File: config.mk
export PLATFORM = sky130hd
export DESIGN_NAME = memory_loader
export DESIGN_NICKNAME = d
export VERILOG_FILES = /design/src/rtl/memory_loader_pkg.sv /design/src/rtl/memory_loader.sv
export SDC_FILE = /design/constraint.sdc
export NUM_CORES = 1
export LEC_CHECK = 0
export ABC_AREA = 0
export BUFFER_PORTS_ARGS = -buffer_cell sky130_fd_sc_hd__clkbuf_2
export CORE_ASPECT_RATIO = 2
export CORE_UTILIZATION = 45
export DETAILED_ROUTE_END_ITERATION = 12
export PLACE_DENSITY_LB_ADDON = 0.08
export SYNTH_ARGS = -nofsm -noshare
export SYNTH_HDL_FRONTEND = slang
export SYNTH_SLANG_ARGS = --single-unit
export TNS_END_PERCENT = 10
File: constraint.sdc
create_clock -name clk -period 3.09 [get_ports clk]
set_input_delay 0.309 -clock clk [delete_from_list [all_inputs] [get_ports clk]]
set_output_delay 0.309 -clock clk [all_outputs]
set_load 0.005 [all_outputs]
File: src/rtl/memory_loader_pkg.sv
// Shared widths, FSM encoding and chunk-placement helper for the 7-bit to
// 35-bit memory loader.
package memory_loader_pkg;

    localparam int CHUNK_W = 7;
    localparam int NCHUNK  = 5;
    localparam int WORD_W  = CHUNK_W * NCHUNK;
    localparam int CNT_W   = 16;
    localparam int IDX_W   = 3;

    typedef enum logic [1:0] {
        ST_IDLE    = 2'd0,
        ST_COLLECT = 2'd1,
        ST_COMMIT  = 2'd2
    } state_e;

    // Returns word with chunk placed in slot idx; other slots are untouched.
    function automatic logic [WORD_W-1:0] insert_chunk(
        input logic [WORD_W-1:0]  word,
        input logic [IDX_W-1:0]   idx,
        input logic [CHUNK_W-1:0] chunk
    );
        logic [WORD_W-1:0] res;
        res = word;
        for (int k = 0; k < NCHUNK; k++) begin
            res[k*CHUNK_W +: CHUNK_W] = (idx == IDX_W'(k)) ? chunk
                                                           : word[k*CHUNK_W +: CHUNK_W];
        end
        return res;
    endfunction

endpackage

File: src/rtl/memory_loader.sv
// Assembles five 7-bit chunks (LS chunk first) into a 35-bit word and issues a
// one-cycle write strobe to the downstream memory unit; flags framing errors.
module memory_loader
    import memory_loader_pkg::*;
(
    input  logic               clk,
    input  logic               srstn,
    input  logic               in_valid,
    input  logic [CHUNK_W-1:0] in_data,
    input  logic               in_last,
    output logic               in_ready,
    input  logic               abort,
    output logic               wren,
    output logic [WORD_W-1:0]  dout,
    output logic               err,
    output logic [CNT_W-1:0]   word_cnt
);

    state_e             state_q, state_d;
    logic [IDX_W-1:0]   idx_q, idx_d;
    logic [WORD_W-1:0]  asm_q, asm_d;
    logic [WORD_W-1:0]  dout_q, dout_d;
    logic [CNT_W-1:0]   cnt_q, cnt_d;
    logic               wren_q, wren_d;
    logic               err_q, err_d;
    logic               ready_q, ready_d;

    logic               accept_s;
    logic               last_idx_s;
    logic               commit_s;
    logic               frame_err_s;

    // A transfer needs the handshake and no abort; abort wins over the chunk.
    assign accept_s    = in_valid & ready_q & ~abort;
    assign last_idx_s  = (idx_q == IDX_W'(NCHUNK - 1));
    assign commit_s    = accept_s & last_idx_s & in_last;
    assign frame_err_s = accept_s & (in_last != last_idx_s);

    // State and datapath registers with synchronous active-low reset.
    always_ff @(posedge clk) begin
        if (!srstn) begin
            state_q <= ST_IDLE;
            idx_q   <= {IDX_W{1'b0}};
            asm_q   <= {WORD_W{1'b0}};
            dout_q  <= {WORD_W{1'b0}};
            cnt_q   <= {CNT_W{1'b0}};
            wren_q  <= 1'b0;
            err_q   <= 1'b0;
            ready_q <= 1'b1;
        end else begin
            state_q <= state_d;
            idx_q   <= idx_d;
            asm_q   <= asm_d;
            dout_q  <= dout_d;
            cnt_q   <= cnt_d;
            wren_q  <= wren_d;
            err_q   <= err_d;
            ready_q <= ready_d;
        end
    end

    // Next-state logic.
    always_comb begin
        state_d = state_q;
        case (state_q)
            ST_IDLE: begin
                if (abort || frame_err_s) begin
                    state_d = ST_IDLE;
                end else if (accept_s) begin
                    state_d = ST_COLLECT;
                end else begin
                    state_d = ST_IDLE;
                end
            end
            ST_COLLECT: begin
                if (abort || frame_err_s) begin
                    state_d = ST_IDLE;
                end else if (commit_s) begin
                    state_d = ST_COMMIT;
                end else begin
                    state_d = ST_COLLECT;
                end
            end
            ST_COMMIT: begin
                state_d = ST_IDLE;
            end
            default: begin
                state_d = ST_IDLE;
            end
        endcase
    end

    // Output/datapath next values; the partial word is cleared whenever a word ends.
    always_comb begin
        idx_d   = idx_q;
        asm_d   = asm_q;
        dout_d  = dout_q;
        cnt_d   = cnt_q;
        wren_d  = 1'b0;
        err_d   = 1'b0;
        ready_d = (state_d != ST_COMMIT);
        if (abort || frame_err_s || (state_q == ST_COMMIT)) begin
            idx_d = {IDX_W{1'b0}};
            asm_d = {WORD_W{1'b0}};
            err_d = frame_err_s;
        end else if (commit_s) begin
            idx_d  = {IDX_W{1'b0}};
            asm_d  = {WORD_W{1'b0}};
            dout_d = insert_chunk(asm_q, idx_q, in_data);
            wren_d = 1'b1;
            cnt_d  = cnt_q + CNT_W'(1);
        end else if (accept_s) begin
            idx_d = idx_q + IDX_W'(1);
            asm_d = insert_chunk(asm_q, idx_q, in_data);
        end else begin
            idx_d = idx_q;
            asm_d = asm_q;
        end
    end

    assign in_ready = ready_q;
    assign wren     = wren_q;
    assign err      = err_q;
    assign dout     = dout_q;
    assign word_cnt = cnt_q;

endmodule
Word level (Yosys, flattened, before mapping)

Index checks and enable logic that the tools add are counted.

Flip-flop bits (word level): 94
Logic and storage cells: 45
Output and inout port bits: 54

Multiplexer cells: 11
Equal/unequal tests: 8
Add/sub/neg operators: 2
Bitwise operators: 8
Reductions and logical operators: 8

Operators by type and width:

| kind                  | count |
|---|---|
| $mux 7                | 5 |
| $add 16x1->16 const B | 1 |
| $eq 3x2->1 const B    | 2 |
| $and 1x1->1           | 5 |
| $mux 2                | 2 |
| $pmux 2 s2            | 1 |
| $reduce_and 2->1      | 2 |
| $add 3x1->3 const B   | 1 |
| $eq 3x1->1 const B    | 1 |
| $eq 3x3->1 const B    | 1 |
| $logic_not 3->1       | 1 |
| $mux 1                | 3 |
| $not 1->1             | 3 |
| $reduce_or 3->1       | 1 |
| $eq 2x1->1 const B    | 1 |
| $eq 2x2->1 const B    | 1 |
| $logic_not 2->1       | 1 |
| $logic_or 1x1->1      | 2 |
| $ne 2x2->1 const B    | 1 |
| $reduce_or 2->1       | 1 |
| $ne 1x1->1            | 1 |

Logic depth before layout (Yosys ltp)

Depth after elaboration: 8
Gate-level depth with buffers: 9
Mapped depth without buffers: 6

Least setup slack after synthesis

OpenSTA, ideal clock, no wires.

Path kind: flip-flop to flip-flop
From: register idx_q[0]
To: register dout_q[10] (netlist: dout[10])
Clock period less this slack: 1.701 ns
Required time: 3.004 ns
Setup slack: 1.389 ns
Cell stages (with the launch flop): 9
Arrival time: 1.615 ns
Buffers on the path: 3
Cell sequence: dfxtp_1 -> inv_1 -> ha_1 -> and3_4 -> and3_1 -> clkbuf_1 -> buf_2 -> buf_2 -> a211oi_1

Word-level cells in the longest chain between the ends: 7
Elaborated cells on any way between the ends: 11
Those cells by class: eq/ne (3); mux (1); bitwise (4); reduce/logical (3)

Ends and longest elaborated chain:

| item                              | line                 | RTL |
|---|---|---|
| from (decl)                       | memory_loader.sv:20  | `logic [IDX_W-1:0] idx_q, idx_d;` |
| from (signal assigned)            | memory_loader.sv:43  | `idx_q <= {IDX_W{1'b0}};` |
| from (signal assigned)            | memory_loader.sv:52  | `idx_q <= idx_d;` |
| $eq 3x3->1                        | memory_loader.sv:35  | `assign last_idx_s = (idx_q == IDX_W'(NCHUNK - 1));` |
| $ne 1x1->1                        | memory_loader.sv:37  | `assign frame_err_s = accept_s & (in_last != last_idx_s);` |
| $and 1x1->1                       | memory_loader.sv:37  |  |
| $logic_or 1x1->1 (2 in series)    | memory_loader.sv:102 | `if (abort \|\| frame_err_s \|\| (state_q == ST_COMMIT)) begin` |
| $not 1->1 (no source line)        | --                   |  |
| $reduce_and 2->1 (no source line) | --                   |  |
| to (signal assigned)              | memory_loader.sv:45  | `dout_q <= {WORD_W{1'b0}};` |
| to (signal assigned)              | memory_loader.sv:54  | `dout_q <= dout_d;` |
| to (decl)                         | memory_loader.sv:22  | `logic [WORD_W-1:0] dout_q, dout_d;` |

Parallel ways exist; a longest one is shown, timed or not.
A chain may end at the register's enable or synchronous reset.

Worst setup path in the final report

From: register idx_q[0]
To: register cnt_q[14] (netlist: word_cnt[14])

Word-level cells in the longest chain between the ends: 7
Elaborated cells on any way between the ends: 9
Those cells by class: eq/ne (2); bitwise (4); reduce/logical (3)

Ends and longest elaborated chain:

| item                                | line                 | RTL |
|---|---|---|
| $eq 3x3->1 *                        | memory_loader.sv:35  |  |
| $ne 1x1->1                          | memory_loader.sv:37  |  |
| $and 1x1->1                         | memory_loader.sv:37  |  |
| $logic_or 1x1->1 (2 in series)      | memory_loader.sv:102 |  |
| $not 1->1 (no source line)          | --                   |  |
| $reduce_and 2->1 (no source line) * | --                   |  |
| to (signal assigned)                | memory_loader.sv:46  | `cnt_q <= {CNT_W{1'b0}};` |
| to (signal assigned)                | memory_loader.sv:55  | `cnt_q <= cnt_d;` |
| to (decl)                           | memory_loader.sv:23  | `logic [CNT_W-1:0] cnt_q, cnt_d;` |

Mark *: on every way between the ends. The rest lies on a longest branch, timed or not.

==> summary.txt <==
Status
  – Outcome: finished clean

Layout
  – N_diodes: 0
  – Final #Nets: 463
  – Layout cells sized above 1: 19.3%
  – Post-route cell area: 4300 µm²
  – Area Growth Syn to Fin: 16.1%
  – Final Instance Count excl. Fillers: 546

Worst setup path
  – Crit-path leading delay family: simple AND/OR/NAND/NOR gates
  – WP data required: 3.33 ns
  – Critical Path Source Type: flop
  – R2R Path Start: idx_q[0]$_SDFFE_PP0P_
  – CP endpoint kind: flop
  – RR Endpoint: word_cnt[14]$_SDFFE_PN0P_
  – Worst Reg2Reg Path Length in Cells: 6
  – Critical path depth: 6
  – Critical path cell sequence: inv_1 -> ha_1 -> and3_4 -> nand3_4 -> or4_1 -> a21oi_1
  – Max FO, Critical Path: 31
  – Buffers plus inverters on the worst setup path: 1
  – FF-to-FF setup slack: 1.07 ns
  – Type of the worst setup path: flop to flop
  – Worst stage delay on the critical path: 0.60 ns
  – Worst path slowest cell: or4_1
  – CP arrival: 2.26 ns

CTS
  – H-tree depth: 3
  – Num CTS Buffers: 9
  – Clock sink total: 87
  – TritonCTS clock tree: built
  – Hold-fix buffers at CTS: 0
  – Clock Latency Late Sink: 0.34 ns
  – Postcts setup bufs: 0
  – Clock Tree Buf Depth: 2
  – Root buffer cell: clkbuf_16
  – Clock-pin slew on the worst setup and hold paths: 0.06 ns
  – CTS resizes: 0

Die
  – I/O pin count: 66
  – Row count: 46
  – Initial Utilization: 46.6%
  – Core ar.: 7940 µm²
  – Die extent in x: 66.1 µm
  – Die Y: 130 µm
  – Die area: 8610 µm²

Worst hold path
  – Hold path start: abort
  – Hold Crit Depth: 2
  – Worst min path class: primary input to flop
  – Hold Crit Endpoint: state_q[0]$_SDFF_PN0_

STA
  – Fin Setup TNS: 0 ns
  – Final worst-path cycle share: 65.4%
  – Worst slew pin tran: 1.04 ns
  – Unrepaired setup endpoints after global routing: false
  – Fin. Hold Viols: 0
  – Number of max-slew violations in the final report: 0
  – Slew headroom: 30.3%
  – FMAX: 0.495 GHz
  – Final Skew: 0.00608 ns
  – Min Clock Period, post-route: 2.02 ns
  – Final setup fails: 0

Placement
  – Gpl congestion: 0.725
  – Placed wire-length estimate: 5.66 mm
  – Cell Area, Placed: 4020 µm²
  – Port bufs: 65
  – Placed Cells: 530

Logic synthesis
  – Primary FF master, synth: dfxtp_1
  – Synthesized area: 3700 µm²
  – Syn Area/Cell: 9.20 µm²
  – Synth cell types: 36
  – FFs w/ async S/R, synth: 0%
  – Yosys reg bits: 87
  – Post-synth EDFFs: 0
  – Cells after Synth: 402
  – Syn Nets: 420
  – Synth warn: 0
  – Seq/Total Area, Yosys: 47.1%

Power and ir drop
  – Peak supply drop: 0.000316 V
  – Sequential share of power: 51.0%
  – Clock Power Share: 44.8%
  – Switching pwr: 0.472 mW
  – Lkg Pwr: 1.57 nW
  – Pint: 1.75 mW
  – P per Cell Area: 517 nW/µm²
  – Combinational power share: 4.2%
  – Sw Share: 21.3%

Route
  – ANT nets after route: 0
  – Routed WL per cell: 15.1 µm
  – First DRT Iteration DRCs: 92
  – Vias per cell: 5.32
  – Via count: 2903
  – DR DRC count: 0
  – Pre-antenna DRT Iters: 4
  – DRT Wirelength: 8.24 mm

Global route
  – Vias in the first global route: 2826
  – GRT overflow: 0
  – Overall routing resource usage: 21.3%
  – First-pass GRT wire length: 13.7 mm
  – Largest net degree at the start of global routing: 53
  – Initial antenna violation count: 0

Flow run
  – Max-Cap Viols: 0
-- routing by layer --
metal | vias up | track usage, % | part of all wire, % | wire (µm)
li1 | 1489 | - | - | -
met1 | 1343 | 23.8 | 42 | 3460
met2 | 56 | 37.5 | 52 | 4310
met3 | 15 | 4.90 | 3.4 | 279
met4 | 0 | 9.26 | 2.2 | 183
met5 | - | 0 | 0 | 0
-- through the flow --
stage          util (%)  power (mW)  hold slack (ns)  setup WS (ns)
2_1_floorplan         -        1.22            0.386           1.39
3_3_place_gp       50.7        1.25            0.441          0.997
3_5_place_dp       50.7        1.25            0.448          0.924
4_1_cts            54.1        2.25            0.195           1.07
5_1_grt            54.1        2.31            0.212          0.898
6_report           54.1        2.22            0.206           1.07
-- cells in the mapped netlist (2+ instances only) --
cell | count | area share, %
nand2_1 | 39 | 4.0
buf_1 | 2 | 0.20
mux2i_1 | 52 | 14
or4_1 | 10 | 2.0
clkbuf_1 | 18 | 1.8
a21oi_1 | 28 | 3.8
dfxtp_1 | 87 | 47
nand4_1 | 4 | 0.68
ha_1 | 6 | 2.0
and2b_1 | 3 | 0.61
nor2_1 | 56 | 5.7
a211oi_1 | 29 | 5.9
and3_1 | 3 | 0.51
xnor2_1 | 4 | 0.95
buf_2 | 14 | 1.9
inv_1 | 7 | 0.71
and2_1 | 5 | 0.85
nand2b_1 | 2 | 0.34
nand3_1 | 6 | 0.81
and4_1 | 2 | 0.47
o31ai_1 | 10 | 2.0
-- worst max path at each step --
| stage | start | slack (ns) | endpoint |
|---|---|---|---|
| detailed placement | srstn | 0.92 | dout[5]$_SDFFE_PN0P_ |
| global route | idx_q[0]$_SDFFE_PP0P_ | 0.90 | dout[17]$_SDFFE_PN0P_ |
| CTS | idx_q[0]$_SDFFE_PP0P_ | 1.07 | word_cnt[14]$_SDFFE_PN0P_ |
| finish | idx_q[0]$_SDFFE_PP0P_ | 1.07 | word_cnt[14]$_SDFFE_PN0P_ |
| floorplan | idx_q[0]$_SDFFE_PP0P_ | 1.39 | dout[10]$_SDFFE_PN0P_ |
| global placement | srstn | 1.0 | dout[9]$_SDFFE_PN0P_ |
-- layout by cell type (no fill, tap or decap), types with 2 or more instances in the layout --
master and count:
dfxtp_1 87, nand2b_1 2, nand2_1 39, or4_1 10, ha_1 6, a21oi_1 28
nor2_1 56, clkbuf_8 2, o31ai_1 10, and2b_1 3, xnor2_1 4, and4_1 2
and3_1 2, and2_1 5, clkbuf_1 5, buf_4 2, a211oi_1 29, clkbuf_16 9
mux2i_1 52, clkbuf_2 65, inv_1 7, nand4_1 4, nand3_1 6
-- power groups by stage --
stage	Sequential [mW]	Clock, mW	Combinational (mW)
6_report	1.13	0.996	0.0932
5_1_grt	1.13	1.07	0.104
4_1_cts	1.13	1.03	0.0949
3_5_place_dp	1.16	0	0.0947
3_3_place_gp	1.16	0	0.0934
2_1_floorplan	1.16	0	0.0650
-- cell type report --
type / instances / area (µm²)
fillers: 739 / 3650
multi-input cells: 271 / 1770
flip-flops and latches: 87 / 1740
repair buffers: 68 / 360
clock buffers: 16 / 272
well taps: 96 / 120
inverters: 8 / 30.0
-- cells by family (layout without fill, tap and decap cells) --
family / after synthesis / in the layout / synth area share, %
AO/OA/AOI/OAI: 69 / 69 / 12.1
XOR/XNOR: 4 / 4 / 0.947
adder cells (fa/ha/maj): 6 / 6 / 2.03
buffers and inverters: 44 / 92 / 5.24
flip-flops: 87 / 87 / 47.1
multiplexers: 52 / 52 / 14.1
AND/OR/NAND/NOR: 140 / 140 / 18.6
-- sequential cells by signal, indices dropped and copies added, names as in the netlist --
name,flops
err,1
asm_q,28
state_q,2
wren,1
idx_q,3
in_ready,1
dout,35
word_cnt,16
-- worst reg2reg max path: stages, from the launching register on --
cell	delay, ns
dfxtp_1	0.35
inv_1	0.11
ha_1	0.21
and3_4	0.23
nand3_4	0.28
or4_1	0.60
a21oi_1	0.14
(Power assumes the default switching activity.)
